[src/rtl/fpu_pkg.sv]
// Shared constants for the FPU command sequencer: opcodes, canonical quiet NaN,
// response flag bit positions and the sequencer state encoding.
package fpu_pkg;

    typedef enum logic [2:0] {
        OP_ADD  = 3'd0,
        OP_MUL  = 3'd1,
        OP_DIV  = 3'd2,
        OP_SQRT = 3'd3,
        OP_CMP  = 3'd4
    } fpu_op_e;

    localparam logic [31:0] QNAN = 32'h7FC0_0000;

    localparam int unsigned FLG_OV  = 7;
    localparam int unsigned FLG_UN  = 6;
    localparam int unsigned FLG_INV = 5;
    localparam int unsigned FLG_INX = 4;
    localparam int unsigned FLG_DZ  = 3;
    localparam int unsigned FLG_LT  = 2;
    localparam int unsigned FLG_EQ  = 1;
    localparam int unsigned FLG_GT  = 0;

    typedef enum logic [1:0] {
        ST_IDLE = 2'd0,
        ST_CLR  = 2'd1,
        ST_RUN  = 2'd2,
        ST_RESP = 2'd3
    } seq_state_e;

    // Flag vector reported for any aborted command (bad opcode or timeout).
    function automatic logic [7:0] abort_flags();
        logic [7:0] f;
        f          = '0;
        f[FLG_INV] = 1'b1;
        return f;
    endfunction

endpackage

[src/rtl/fpu_cmd_seq.sv]
// Single-command sequencer in front of an FPU: reset pulse, run with timeout, held response.
// Optional sticky exception flags are built when FPU_SEQ_STICKY_FLAGS_EN is defined.
module fpu_cmd_seq
    import fpu_pkg::*;
#(
    parameter int unsigned TIMEOUT_CYC = 64
) (
    input  logic        clk,
    input  logic        rst,
    input  logic        req_valid,
    output logic        req_ready,
    input  logic [2:0]  req_op,
    input  logic [31:0] req_a,
    input  logic [31:0] req_b,
    input  logic [2:0]  req_rm,
    output logic [31:0] fpu_in1,
    output logic [31:0] fpu_in2,
    output logic [2:0]  fpu_opcode,
    output logic [2:0]  fpu_round,
    output logic        fpu_act,
    output logic        fpu_rst,
    input  logic [31:0] fpu_out,
    input  logic        fpu_ov,
    input  logic        fpu_un,
    input  logic        fpu_inv,
    input  logic        fpu_inexact,
    input  logic        fpu_div_zero,
    input  logic        fpu_less,
    input  logic        fpu_eq,
    input  logic        fpu_great,
    input  logic        fpu_done,
    output logic        rsp_valid,
    input  logic        rsp_ready,
    output logic [31:0] rsp_result,
    output logic [7:0]  rsp_flags,
    output logic        rsp_timeout,
    input  logic        flags_clr,
    output logic [4:0]  sticky_flags
);

    localparam int unsigned CNT_W = (TIMEOUT_CYC > 2) ? $clog2(TIMEOUT_CYC) : 1;

    seq_state_e       state_q, state_d;
    logic [2:0]       op_q, rm_q;
    logic [31:0]      a_q, b_q;
    logic [CNT_W-1:0] cnt_q, cnt_d;
    logic [31:0]      res_q, res_d;
    logic [7:0]       flg_q, flg_d;
    logic             to_q, to_d;
    logic             hs_req, hs_rsp, bad_op, run_last;

    assign hs_req   = req_valid & req_ready;
    assign hs_rsp   = rsp_valid & rsp_ready;
    assign bad_op   = req_op > OP_CMP;
    assign run_last = (cnt_q == CNT_W'(TIMEOUT_CYC - 1));

    always_ff @(posedge clk or posedge rst) begin
        if (rst) state_q <= ST_IDLE;
        else     state_q <= state_d;
    end

    always_comb begin
        state_d = state_q;
        case (state_q)
            ST_IDLE: if (hs_req) state_d = bad_op ? ST_RESP : ST_CLR;
            ST_CLR:  state_d = ST_RUN;
            ST_RUN:  if (fpu_done || run_last) state_d = ST_RESP;
            ST_RESP: if (hs_rsp) state_d = ST_IDLE;
            default: state_d = ST_IDLE;
        endcase
    end

    always_comb begin
        req_ready = (state_q == ST_IDLE);
        rsp_valid = (state_q == ST_RESP);
        fpu_rst   = (state_q == ST_CLR);
        fpu_act   = (state_q == ST_RUN);
    end

    // Completion outranks timeout: the done branch is tested first.
    always_comb begin
        cnt_d = cnt_q;
        res_d = res_q;
        flg_d = flg_q;
        to_d  = to_q;
        case (state_q)
            ST_IDLE: begin
                if (hs_req && bad_op) begin
                    res_d = QNAN;
                    flg_d = abort_flags();
                    to_d  = 1'b0;
                end
            end
            ST_CLR: cnt_d = '0;
            ST_RUN: begin
                cnt_d = cnt_q + CNT_W'(1);
                if (fpu_done) begin
                    res_d          = (op_q == OP_CMP) ? '0 : fpu_out;
                    flg_d          = '0;
                    flg_d[FLG_OV]  = fpu_ov;
                    flg_d[FLG_UN]  = fpu_un;
                    flg_d[FLG_INV] = fpu_inv;
                    flg_d[FLG_INX] = fpu_inexact;
                    flg_d[FLG_DZ]  = fpu_div_zero;
                    flg_d[FLG_LT]  = fpu_less;
                    flg_d[FLG_EQ]  = fpu_eq;
                    flg_d[FLG_GT]  = fpu_great;
                    to_d           = 1'b0;
                end else if (run_last) begin
                    res_d = QNAN;
                    flg_d = abort_flags();
                    to_d  = 1'b1;
                end
            end
            default: ;
        endcase
    end

    always_ff @(posedge clk or posedge rst) begin
        if (rst) begin
            op_q  <= '0;
            rm_q  <= '0;
            a_q   <= '0;
            b_q   <= '0;
            cnt_q <= '0;
            res_q <= '0;
            flg_q <= '0;
            to_q  <= 1'b0;
        end else begin
            if (hs_req) begin
                op_q <= req_op;
                rm_q <= req_rm;
                a_q  <= req_a;
                b_q  <= req_b;
            end
            cnt_q <= cnt_d;
            res_q <= res_d;
            flg_q <= flg_d;
            to_q  <= to_d;
        end
    end

    assign fpu_in1     = a_q;
    assign fpu_in2     = b_q;
    assign fpu_opcode  = op_q;
    assign fpu_round   = rm_q;
    assign rsp_result  = res_q;
    assign rsp_flags   = flg_q;
    assign rsp_timeout = to_q;

`ifdef FPU_SEQ_STICKY_FLAGS_EN
    logic [4:0] sticky_q;

    always_ff @(posedge clk or posedge rst) begin
        if (rst)            sticky_q <= '0;
        else if (flags_clr) sticky_q <= '0;
        else if (hs_rsp)    sticky_q <= sticky_q | flg_q[FLG_OV:FLG_DZ];
    end

    assign sticky_flags = sticky_q;
`else
    logic unused_flags_clr;
    assign unused_flags_clr = flags_clr;
    assign sticky_flags     = '0;
`endif

endmodule

[config.mk]
export PLATFORM = sky130hd
export DESIGN_NAME = fpu_cmd_seq
export DESIGN_NICKNAME = d
export VERILOG_FILES = /design/src/rtl/fpu_pkg.sv /design/src/rtl/fpu_cmd_seq.sv
export SDC_FILE = /design/constraint.sdc
export NUM_CORES = 1
export LEC_CHECK = 0
export CORE_MARGIN = 2
export CORE_UTILIZATION = 40
export CTS_CLUSTER_SIZE = 40
export DETAILED_ROUTE_END_ITERATION = 16
export PLACE_DENSITY = 0.84
export SLEW_MARGIN = 0
export SYNTH_ARGS = -nofsm -noshare
export SYNTH_HDL_FRONTEND = slang
export SYNTH_SLANG_ARGS = --single-unit
[constraint.sdc]
create_clock -name clk -period 5.12 [get_ports clk]
set_input_delay 1.024 -clock clk [delete_from_list [all_inputs] [get_ports clk]]
set_output_delay 1.024 -clock clk [all_outputs]
set_load 0.03 [all_outputs]
==> results.sh <==
export IMPL_firstDrtPassIters=7
export IMPL_power_density_mw_per_mm2=722.0
export IMPL_tightestPinTransition_ns=1.237
export IMPL_power_frac_comb=0.504
export IMPL_cts_root_buffer="clkbuf_16"
export IMPL_grt_total_usage=0.1959
export IMPL_p_sw_frac=0.3994
export IMPL_intPower_mw=3.292
export IMPL_finalHoldViolCount=0
export IMPL_yosysWarnings=0
export IMPL_io_buffers=229
export IMPL_path_clk_slew_ns=0.06
export IMPL_dpl_hpwl_um=8668
export IMPL_critPathRequiredTime_ns=4.10
export IMPL_ys_seq_area_frac=0.6403
export IMPL_layout_commonest_cell="clkdlybuf4s50_1"
export IMPL_fin_worst_skew_ns=0.009660
export IMPL_netlist_area_mm2=0.004651
export IMPL_cts_tree="done"
export IMPL_maxSlewViolCount=0
export IMPL_rr_worst_depth=5
export IMPL_min_path_type="register to register"
export IMPL_grt_pass1_wl_um=19420
export IMPL_place_inst=673
export IMPL_die_area_mm2=0.01250
export IMPL_gp_congestion=0.8281
export IMPL_pwr_share_seq=0.299
export IMPL_grt_pass1_vias=3799
export IMPL_ys_types=31
export IMPL_finalCritPeriodShare=0.5978
export IMPL_setup_viol=0
export IMPL_die_x_um=111.8
export IMPL_drv_cap=0
export IMPL_p_leak_nw=3.243
export IMPL_postCtsSetupRepairBufs=0
export IMPL_ctsResizeCount=0
export IMPL_routed_wl_um=11960
export IMPL_ioPinCount=236
export IMPL_gr_total_overflow=0
export IMPL_crit_path_end_kind="output pin"
export IMPL_final_nets=671
export IMPL_slew_headroom=0.1751
export IMPL_layout_min_cycle_time_ns=3.061
export IMPL_first_iter_violations=128
export IMPL_core_rowCount=39
export IMPL_critPathLaunchType="register"
export IMPL_peakVddDrop_mv=0.3563
export IMPL_htreeDepth=4
export IMPL_cp_max_fo=8
export IMPL_stdcell_count=704
export IMPL_final_layout_size_suffix_gt1_frac=0.07130
export IMPL_final_cell_mix="clkdlybuf4s50_1, dfrtp_1, mux2_1"
export IMPL_syn_to_final_growth_pct=63.22
export IMPL_viasPerCell=4.869
export IMPL_clock_latency_ns=0.40
export IMPL_hold_path_depth=1
export IMPL_grt_start_max_net_pins=52
export IMPL_syn_area_per_cell_um2=14.81
export IMPL_cts_sinks=119
export IMPL_p_clk_frac=0.197
export IMPL_cts_buffer_depth=2
export IMPL_start_util=0.4090
export IMPL_hold_buffers=0
export IMPL_die_y_um=111.8
export IMPL_antenna_found_initial=0
export IMPL_fmax_ghz=0.3267
export IMPL_rsz0062_at_grt="no"
export IMPL_fin_setup_tns_ns=0
export IMPL_route_detailed_drc=0
export IMPL_diodes=0
export IMPL_antenna_left=0
export IMPL_outcome="complete, no violations"
export IMPL_power_switching_mw=2.189
export IMPL_synthCells=314
export IMPL_wl_per_cell_um=16.99
export IMPL_vias=3428
export IMPL_ys_ff_latch=119
export IMPL_cts_buffers=17
export IMPL_arrival_ns=2.04
export IMPL_core_area_mm2=0.01137
export IMPL_critical_path_class="register to output pin"
-- logic make-up (layout without fill, tap and decap cells) --
| logic type | after synthesis | count (layout) | synth area share |
|---|---|---|---|
| DFF | 119 | 119 | 0.6403 |
| and+or+nand+nor | 27 | 27 | 0.02529 |
| other | 1 | 5 | 0.0008063 |
| muxes | 74 | 74 | 0.1792 |
| buffers and inverters | 28 | 271 | 0.03363 |
| AOI/OAI and AO/OA | 59 | 59 | 0.1047 |
| adders and majority gates | 6 | 6 | 0.01614 |
-- sequential cells by signal (all words and copies together), names as in the netlist --
name / cells
state_q: 2
fpu_in1: 32
fpu_opcode: 3
fpu_round: 3
cnt_q: 6
rsp_result: 32
rsp_timeout: 1
fpu_in2: 32
rsp_flags: 8
-- final timing paths --
| check | start | end | slack, ns |
|---|---|---|---|
| max reg2reg | state_q[1] | fpu_in2[23] | 2.53 |
| min reg2reg | fpu_in1[26] | fpu_in1[26] | 0.49 |
| min in group asynchronous | rst | fpu_in1[12] | 1.01 |
| min | fpu_in1[26] | fpu_in1[26] | 0.49 |
| max in group asynchronous | rst | fpu_in2[26] | 3.11 |
| max | state_q[0] | fpu_act | 2.06 |
-- power groups by stage --
| stage | registers [mW] | logic (mW) | clock network (mW) |
|---|---|---|---|
| after detailed placement | 1.65 | 2.78 | 0 |
| after global routing | 1.70 | 2.90 | 1.15 |
| final | 1.64 | 2.76 | 1.08 |
| after global placement | 1.62 | 2.73 | 0 |
| after floorplan | 2.49 | 0.753 | 0 |
| after CTS | 1.64 | 2.80 | 1.10 |
-- layer usage --
layer | up-vias | GRT usage | routed length (um)
met5 | - | 0 | 0
met4 | 0 | 0.07325 | 201
met3 | 16 | 0.06424 | 947
met2 | 161 | 0.3289 | 6004
met1 | 1659 | 0.2361 | 4805
li1 | 1592 | - | -
-- layout make-up --
class / instances / area [um^2]
repair buffers: 232 / 2315
multi-input cells: 171 / 1538
clock inverters: 12 / 106.4
clock buffers: 19 / 442.9
fillers: 823 / 3779
inverters: 8 / 32.53
well taps: 143 / 178.9
flip-flops and latches: 119 / 2978
-- critical path, stage by stage, from the launching register on --
cell             delay (ns)
dfrtp_1                0.40
inv_1                  0.14
ha_1                   0.36
clkdlybuf4s50_1        0.75
-- cell usage after synthesis, drive strengths merged --
| master | count | area [um^2] |
|---|---|---|
| o21a | 1 | 7.510 |
| dfrtp | 119 | 2978 |
| nand2 | 15 | 56.30 |
| a22o | 31 | 271.5 |
| mux2 | 71 | 799.5 |
| inv | 8 | 30.03 |
| buf | 19 | 122.6 |
| a2bb2oi | 10 | 87.58 |
| o211ai | 2 | 20.02 |
| nand2b | 3 | 18.77 |
| nor2 | 4 | 15.01 |
| ha | 6 | 75.07 |
| mux2i | 3 | 33.78 |
| a31oi | 1 | 6.260 |
| a21oi | 4 | 31.28 |
| o21ai | 6 | 30.03 |
| clkbuf | 1 | 3.750 |
| and3 | 1 | 6.260 |
| o221ai | 1 | 8.760 |
| nand3 | 3 | 15.01 |
| o2bb2ai | 1 | 8.760 |
| conb | 1 | 3.750 |
| o31ai | 2 | 15.01 |
| and2 | 1 | 6.260 |
-- per-stage QoR --
step | util | power [mW] | hold WS (ns) | setup slack [ns] | area [um^2]
floorplan | - | 3.243 | 0.4480 | 0.9385 | 4666
global placement | 0.6193 | 4.354 | 0.4694 | 1.889 | 7042
detailed placement | 0.6193 | 4.428 | 0.4740 | 1.830 | 7042
CTS | 0.6677 | 5.539 | 0.4909 | 2.042 | 7591
global route | 0.6677 | 5.744 | 0.5000 | 1.940 | 7591
finish | 0.6677 | 5.481 | 0.4864 | 2.059 | 7591
Note: power is estimated with default switching activity, not from simulation.
